**config.mk**
```make
export PLATFORM = sky130hd
export DESIGN_NAME = char_inject_arbiter_flat
export DESIGN_NICKNAME = d
export VERILOG_FILES = /design/src/rtl/char_inject_arbiter_if.sv /design/src/rtl/char_inject_arbiter.sv /design/src/flat_wrapper.sv
export SDC_FILE = /design/constraint.sdc
export NUM_CORES = 1
export LEC_CHECK = 0
export ABC_AREA = 1
export BUFFER_PORTS_ARGS = -buffer_cell sky130_fd_sc_hd__buf_4
export CORE_MARGIN = 5
export CORE_UTILIZATION = 49
export DETAILED_ROUTE_END_ITERATION = 16
export GPL_TIMING_DRIVEN = 0
export PLACE_DENSITY = 0.92
export SETUP_SLACK_MARGIN = 0.2
export SYNTH_ARGS = -nofsm -noshare
export SYNTH_HDL_FRONTEND = slang
export SYNTH_SLANG_ARGS = --single-unit
```
**constraint.sdc**
```tcl
create_clock -name clock -period 2.5 [get_ports clock]
set_input_delay 0.375 -clock clock [delete_from_list [all_inputs] [get_ports clock]]
set_output_delay 0.375 -clock clock [all_outputs]
set_load 0.03 [all_outputs]
```
**src/rtl/char_inject_arbiter_if.sv**
```systemverilog
// Bundle of host-character, processor-dmem and RAM-side signals for char_inject_arbiter.
// CHAR_INJECT_SHIFT_EN adds the shift-amount register-write sideband.
interface char_inject_arbiter_if #(
  parameter int unsigned ADDR_W = 12,
  parameter int unsigned DATA_W = 32,
  parameter int unsigned CHAR_W = 8
);
  logic              in_valid;
  logic [CHAR_W-1:0] in_data;
  logic              in_ready;
  logic              clear;

  logic              cpu_mem_active;
  logic              cpu_wEn;
  logic [ADDR_W-1:0] cpu_addr;
  logic [DATA_W-1:0] cpu_dataIn;
  logic              cpu_stall;

  logic              mem_wEn;
  logic [ADDR_W-1:0] mem_addr;
  logic [DATA_W-1:0] mem_dataIn;

  logic [7:0]        count;
  logic              done;

`ifdef CHAR_INJECT_SHIFT_EN
  logic [4:0]        shift_amt;
  logic              cpu_rwe;
  logic [4:0]        cpu_rd;
  logic [31:0]       cpu_rData;
  logic              reg_we;
  logic [4:0]        reg_rd;
  logic [31:0]       reg_data;
`endif

  // Injector side.
  modport slave (
    input  in_valid, in_data, clear,
    input  cpu_mem_active, cpu_wEn, cpu_addr, cpu_dataIn,
    output in_ready, cpu_stall, mem_wEn, mem_addr, mem_dataIn, count, done
`ifdef CHAR_INJECT_SHIFT_EN
    ,
    input  shift_amt, cpu_rwe, cpu_rd, cpu_rData,
    output reg_we, reg_rd, reg_data
`endif
  );

  // Host / processor / RAM side.
  modport master (
    output in_valid, in_data, clear,
    output cpu_mem_active, cpu_wEn, cpu_addr, cpu_dataIn,
    input  in_ready, cpu_stall, mem_wEn, mem_addr, mem_dataIn, count, done
`ifdef CHAR_INJECT_SHIFT_EN
    ,
    output shift_amt, cpu_rwe, cpu_rd, cpu_rData,
    input  reg_we, reg_rd, reg_data
`endif
  );
endinterface

```
**src/rtl/char_inject_arbiter.sv**
```systemverilog
// Buffers host characters in a small FIFO and writes them into a RAM window, stealing idle
// dmem cycles and stalling the processor only when the FIFO is full. Option: CHAR_INJECT_SHIFT_EN.
module char_inject_arbiter #(
  parameter int unsigned BASE_ADDR  = 1500,
  parameter int unsigned DEPTH      = 108,
  parameter int unsigned ADDR_W     = 12,
  parameter int unsigned DATA_W     = 32,
  parameter int unsigned CHAR_W     = 8,
  parameter int unsigned FIFO_DEPTH = 4
) (
  input logic                  clock,
  input logic                  reset,
  char_inject_arbiter_if.slave bus_io
);
  localparam int unsigned PtrW = $clog2(FIFO_DEPTH);
  localparam int unsigned OccW = $clog2(FIFO_DEPTH + 1);

  typedef enum logic [1:0] {StIdle, StLoad, StDone} state_e;

  logic [CHAR_W-1:0] fifo_mem [FIFO_DEPTH];
  logic [PtrW-1:0]   wr_ptr_q, wr_ptr_d;
  logic [PtrW-1:0]   rd_ptr_q, rd_ptr_d;
  logic [OccW-1:0]   occ_q, occ_d;
  logic [7:0]        count_q, count_d;
  state_e            state_q;
  logic              done_q;

  logic              fifo_full, fifo_empty;
  logic              in_ready, push, pop;
  logic [8:0]        fill_sum;

  logic              mem_wen;
  logic [ADDR_W-1:0] mem_addr;
  logic [DATA_W-1:0] mem_data;

  assign fifo_full  = (occ_q == OccW'(FIFO_DEPTH));
  assign fifo_empty = (occ_q == '0);
  // Buffered plus committed characters must stay below the window size.
  assign fill_sum   = {1'b0, count_q} + 9'(occ_q);
  assign in_ready   = reset && !fifo_full && (state_q != StDone) && (fill_sum < 9'(DEPTH));

  // clear wins over both the commit and the push of the same cycle.
  assign push = bus_io.in_valid && in_ready && !bus_io.clear;
  assign pop  = reset && !bus_io.clear && !fifo_empty && (!bus_io.cpu_mem_active || fifo_full);

  always_comb begin
    mem_wen  = bus_io.cpu_wEn;
    mem_addr = bus_io.cpu_addr;
    mem_data = bus_io.cpu_dataIn;
    if (pop) begin
      mem_wen  = 1'b1;
      mem_addr = ADDR_W'(BASE_ADDR) + ADDR_W'(count_q);
      mem_data = DATA_W'(fifo_mem[rd_ptr_q]);
    end
  end

  assign bus_io.in_ready   = in_ready;
  assign bus_io.cpu_stall  = pop && bus_io.cpu_mem_active;
  assign bus_io.mem_wEn    = mem_wen;
  assign bus_io.mem_addr   = mem_addr;
  assign bus_io.mem_dataIn = mem_data;
  assign bus_io.count      = count_q;
  assign bus_io.done       = done_q && reset;

  always_comb begin
    wr_ptr_d = wr_ptr_q;
    rd_ptr_d = rd_ptr_q;
    occ_d    = occ_q;
    count_d  = count_q;
    if (bus_io.clear) begin
      wr_ptr_d = '0;
      rd_ptr_d = '0;
      occ_d    = '0;
      count_d  = '0;
    end else begin
      if (push) begin
        wr_ptr_d = wr_ptr_q + PtrW'(1);
      end
      if (pop) begin
        rd_ptr_d = rd_ptr_q + PtrW'(1);
        count_d  = count_q + 8'd1;
      end
      unique case ({push, pop})
        2'b10:   occ_d = occ_q + OccW'(1);
        2'b01:   occ_d = occ_q - OccW'(1);
        default: ;
      endcase
    end
  end

  // Storage is intentionally not reset; only the pointers give it meaning.
  always_ff @(posedge clock) begin
    if (push) begin
      fifo_mem[wr_ptr_q] <= bus_io.in_data;
    end
  end

  always_ff @(posedge clock) begin
    if (!reset) begin
      wr_ptr_q <= '0;
      rd_ptr_q <= '0;
      occ_q    <= '0;
      count_q  <= '0;
    end else begin
      wr_ptr_q <= wr_ptr_d;
      rd_ptr_q <= rd_ptr_d;
      occ_q    <= occ_d;
      count_q  <= count_d;
    end
  end

  always_ff @(posedge clock) begin
    if (!reset) begin
      state_q <= StIdle;
      done_q  <= 1'b0;
    end else if (bus_io.clear) begin
      state_q <= StIdle;
      done_q  <= 1'b0;
    end else if (pop) begin
      unique case (state_q)
        StIdle, StLoad: begin
          if (count_d == 8'(DEPTH)) begin
            state_q <= StDone;
            done_q  <= 1'b1;
          end else begin
            state_q <= StLoad;
          end
        end
        default: ;
      endcase
    end
  end

`ifdef CHAR_INJECT_SHIFT_EN
  logic [4:0] shift_q;
  logic [4:0] pend_val_q, pend_val_d;
  logic       pend_q, pend_d;
  logic       issue;

  // The pending write waits for a cycle where the processor is not writing back.
  assign issue = reset && pend_q && !bus_io.cpu_rwe;

  always_comb begin
    pend_d     = pend_q && !issue;
    pend_val_d = pend_val_q;
    if (bus_io.shift_amt != shift_q) begin
      pend_d     = 1'b1;
      pend_val_d = bus_io.shift_amt;
    end
  end

  always_ff @(posedge clock) begin
    if (!reset) begin
      shift_q    <= '0;
      pend_q     <= 1'b0;
      pend_val_q <= '0;
    end else begin
      shift_q    <= bus_io.shift_amt;
      pend_q     <= pend_d;
      pend_val_q <= pend_val_d;
    end
  end

  assign bus_io.reg_we   = issue ? 1'b1 : bus_io.cpu_rwe;
  assign bus_io.reg_rd   = issue ? 5'd6 : bus_io.cpu_rd;
  assign bus_io.reg_data = issue ? {27'b0, pend_val_q} : bus_io.cpu_rData;
`endif

  a_count_bounded : assert property (@(posedge clock) disable iff (!reset)
    count_q <= 8'(DEPTH));
  a_no_push_full : assert property (@(posedge clock) disable iff (!reset)
    !(push && fifo_full));

endmodule

```
**src/flat_wrapper.sv**
```systemverilog
// flat-port wrapper written by rule: the top's interface ports become plain ports
module char_inject_arbiter_flat 
#(
  parameter int unsigned BASE_ADDR  = 1500,
  parameter int unsigned DEPTH      = 108,
  parameter int unsigned ADDR_W     = 12,
  parameter int unsigned DATA_W     = 32,
  parameter int unsigned CHAR_W     = 8,
  parameter int unsigned FIFO_DEPTH = 4
)
  (clock, reset, bus_io_in_valid, bus_io_in_data, bus_io_clear, bus_io_cpu_mem_active, bus_io_cpu_wEn, bus_io_cpu_addr, bus_io_cpu_dataIn, bus_io_in_ready, bus_io_cpu_stall, bus_io_mem_wEn, bus_io_mem_addr, bus_io_mem_dataIn, bus_io_count, bus_io_done);
  char_inject_arbiter_if #(.ADDR_W(ADDR_W), .DATA_W(DATA_W), .CHAR_W(CHAR_W)) bus_io_i ();
  input logic clock;
  input logic reset;
  input wire logic [$bits(bus_io_i.in_valid)-1:0] bus_io_in_valid;
  input wire logic [$bits(bus_io_i.in_data)-1:0] bus_io_in_data;
  input wire logic [$bits(bus_io_i.clear)-1:0] bus_io_clear;
  input wire logic [$bits(bus_io_i.cpu_mem_active)-1:0] bus_io_cpu_mem_active;
  input wire logic [$bits(bus_io_i.cpu_wEn)-1:0] bus_io_cpu_wEn;
  input wire logic [$bits(bus_io_i.cpu_addr)-1:0] bus_io_cpu_addr;
  input wire logic [$bits(bus_io_i.cpu_dataIn)-1:0] bus_io_cpu_dataIn;
  output wire logic [$bits(bus_io_i.in_ready)-1:0] bus_io_in_ready;
  output wire logic [$bits(bus_io_i.cpu_stall)-1:0] bus_io_cpu_stall;
  output wire logic [$bits(bus_io_i.mem_wEn)-1:0] bus_io_mem_wEn;
  output wire logic [$bits(bus_io_i.mem_addr)-1:0] bus_io_mem_addr;
  output wire logic [$bits(bus_io_i.mem_dataIn)-1:0] bus_io_mem_dataIn;
  output wire logic [$bits(bus_io_i.count)-1:0] bus_io_count;
  output wire logic [$bits(bus_io_i.done)-1:0] bus_io_done;
  assign bus_io_i.in_valid = bus_io_in_valid;
  assign bus_io_i.in_data = bus_io_in_data;
  assign bus_io_i.clear = bus_io_clear;
  assign bus_io_i.cpu_mem_active = bus_io_cpu_mem_active;
  assign bus_io_i.cpu_wEn = bus_io_cpu_wEn;
  assign bus_io_i.cpu_addr = bus_io_cpu_addr;
  assign bus_io_i.cpu_dataIn = bus_io_cpu_dataIn;
  assign bus_io_in_ready = bus_io_i.in_ready;
  assign bus_io_cpu_stall = bus_io_i.cpu_stall;
  assign bus_io_mem_wEn = bus_io_i.mem_wEn;
  assign bus_io_mem_addr = bus_io_i.mem_addr;
  assign bus_io_mem_dataIn = bus_io_i.mem_dataIn;
  assign bus_io_count = bus_io_i.count;
  assign bus_io_done = bus_io_i.done;
  char_inject_arbiter #(.BASE_ADDR(BASE_ADDR), .DEPTH(DEPTH), .ADDR_W(ADDR_W), .DATA_W(DATA_W), .CHAR_W(CHAR_W), .FIFO_DEPTH(FIFO_DEPTH)) u_core (.clock(clock), .reset(reset), .bus_io(bus_io_i));
endmodule
```
==> impl_metrics.tcl <==
set metrics [dict create \
    die_y_um 87.1 \
    worstSetupStartpointType "register" \
    routed_wl_mm 8.71 \
    final_cell_mix "buf_4, nor2_1, inv_1" \
    hpwl_mm 5.85 \
    drive_gt1_frac 0.366 \
    grt_usage 0.211 \
    final_common_cell "buf_4" \
    fin_worst_hold_slack_ns 0.257 \
    power.share.sequential 0.526 \
    cap_violations 0 \
    min-delay-start "bus_io_in_data[2]" \
    netlist_top_cells_area "edfxtp_1, dfxtp_1, nor2_1" \
    rsz0062_at_grt "true" \
    period_needed_ns 2.46 \
    overflow 0 \
    period_share 0.984 \
    synth_nets 443 \
    p_per_area_mw_per_mm2 407 \
    r2r_cells 13 \
    status "completed" \
    postLayoutCellArea_mm2 0.00428 \
    cts_sinks 52 \
    io_buffers 113 \
    r2r_start "u_core.bus_io.count[2]" \
    fillerInstances 385 \
    syn2layout_area_growth_pct 47.0 \
    vias_per_cell 5.13 \
    syn-cell-area_mm2 0.00291 \
    io_pins 114 \
    finalHoldViolCount 0 \
    worst-setup-path-type "reg2reg" \
    finalWorstSetupSlack_ns 0.0407 \
    drv_slew 0 \
    ys.warnings.count 0 \
    synth_top_area_cell "edfxtp_1" \
    hold_path_end "u_core.fifo_mem[2][2]" \
    relSlewSlack 0.785 \
    rows 28 \
    grt_pass1_vias 2728 \
    die_w_um 87.1 \
    finClkSkew_ns 0.00701 \
    clk_path_buf_depth 2 \
    setup_viol 0 \
    first_iter_violations 283 \
    p_leak_nw 2.02 \
    p_int_w 0.00126 \
    ys_seq_elements 52 \
    fin_cells 586 \
    n_antenna_cell 0 \
    p_sw_w 0.000480 \
    drc 0 \
    ir_drop_mv 0.332 \
    grt_pass1_wl_mm 12.7 \
    critPathArrivalTime_ns 2.67 \
    clk_latency_ns 0.31 \
    yosysSeqAreaShare 0.467 \
    clockRootBuffer "clkbuf_8" \
    swShare 0.276 \
    cts_tree "yes" \
    crit_path_end_kind "register" \
    cts_buffers 5 \
    gp_congestion 0.867 \
    dp.cells 562 \
    power_frac_comb 0.189 \
    synth_top_area_frac 0.330 \
    start_util 0.498 \
    grt_max_degree 18 \
    holdPathStages 1 \
    ff2ff_setup_slack_ns 0.04 \
    core_mm2 0.00585 \
    max_freq_mhz 407 \
    clk_pin_slew_ns 0.10 \
    ant_nets 0 \
    die_area_mm2 0.00759 \
    finalNetCount 579 \
    crit_fanout 4 \
    placed_cell_area_mm2 0.00390 \
    finalSetupTns_ns 0 \
    syn_inst 374 \
    min_path_type "in2reg" \
    via_count 3008 \
    wire_per_inst_um 14.9 \
    postCtsHoldBufs 0 \
    ys_types 31 \
    reg2reg_to "u_core.occ_q[2]" \
    tightest_slew_ns 0.323 \
    pre_cts_ws_ns -0.211 \
    htreeDepth 2 \
    clockPowerShare 0.285 \
    drtPass1Iterations 7 \
    required_ns 2.71 \
    antenna_found_initial 0 \
    avgSynthCellArea_um2 7.79 \
]
## state kept, by name, indices dropped and copies added (netlist names), named ones only
| name | cells |
|---|---|
| u_core.bus_io.count | 8 |
| u_core.rd_ptr_q | 2 |
| u_core.wr_ptr_q | 2 |
| u_core.done_q | 1 |
| u_core.fifo_mem | 32 |
| u_core.state_q | 2 |
| u_core.occ_q | 3 |
## power by group through the flow
stage	clock network [W]	logic, W	registers [W]
after floorplan	0	0.000157	0.000937
after global placement	0	0.000304	0.000937
after detailed placement	0	0.000310	0.000937
after CTS	0.000493	0.000319	0.000916
after global routing	0.000535	0.000351	0.000917
final	0.000495	0.000329	0.000916
## metal layers
layer	part of all wire	up-vias	track usage
met4	0.019	0	0.0725
met3	0.091	18	0.0331
li1	-	1458	-
met5	0	-	0
met2	0.51	156	0.371
met1	0.38	1376	0.263
## worst max-delay path, cell delays in order, from the launching register on
cell      delay [ns]
dfxtp_4         0.38
ha_4            0.25
o21ai_0         0.22
nand2_1         0.13
nand4_4         0.13
a21boi_4        0.08
nand3_4         0.10
ha_4            0.14
inv_4           0.03
fa_1            0.41
a21oi_1         0.19
o21ai_1         0.12
o21ai_1         0.13
a21oi_1         0.05
## worst max path at each step
stage	slack (ns)	from	cells after the start	end
final	0.04	u_core.bus_io.count[2]	13	u_core.occ_q[2]
after global routing	-0.11	u_core.occ_q[1]	14	u_core.occ_q[1]
after CTS	0.16	u_core.occ_q[1]	14	u_core.occ_q[2]
after detailed placement	-0.21	reset	14	u_core.occ_q[2]
after global placement	-0.08	reset	14	u_core.occ_q[2]
after floorplan	0.09	u_core.bus_io.count[1]	14	u_core.occ_q[1]
## cell families after synthesis
logic type,count (synthesis),share of synthesized area
and+or+nand+nor,176,0.262
xor gates and xnor gates,4,0.0120
AOI/OAI and AO/OA,55,0.105
adders and majority gates,11,0.0498
buffers and inverters,76,0.104
DFF,52,0.467
## final cells by class
cell class              instances  area (um2)  area share
repair buffers                129        1000       0.234
well taps                      75        93.8      0.0219
inverters                      64         243      0.0567
multi-input cells             246        1370       0.319
plain buffers                  12         111      0.0260
flip-flops and latches         52        1380       0.321
clock inverters                 3        21.3     0.00497
clock buffers                   5        68.8      0.0161
## cell usage after synthesis
cell	n
buf_6	2
a21oi_1	11
inv_1	62
xnor2_1	1
nand3_2	2
buf_2	3
nand4_2	2
nand4_1	2
nand2_1	54
nand2_2	2
o21ai_2	2
ha_1	10
or2_2	3
clkbuf_1	7
nand2_4	2
a21boi_2	1
o21ai_1	1
nor2_1	92
fa_1	1
o21ai_0	29
edfxtp_1	32
nor2_8	1
nand3_1	13
dfxtp_1	20
a21o_1	1
inv_2	2
nor3_1	1
o21a_1	1
nor2_2	2
a31oi_1	9
xor2_1	3
## stage by stage
stage,util,power [W]
2_1_floorplan,-,0.00109
3_3_place_gp,0.667,0.00124
3_5_place_dp,0.667,0.00125
4_1_cts,0.698,0.00173
5_1_grt,0.732,0.00180
6_report,0.732,0.00174
## timing repair
item                                    4_1_cts  5_1_grt
buffers inserted                              6       10
resized for setup                            16       38
pin swaps                                     3       11
endpoints found under the setup margin       71       65
Power figures use the tool's default switching activity.
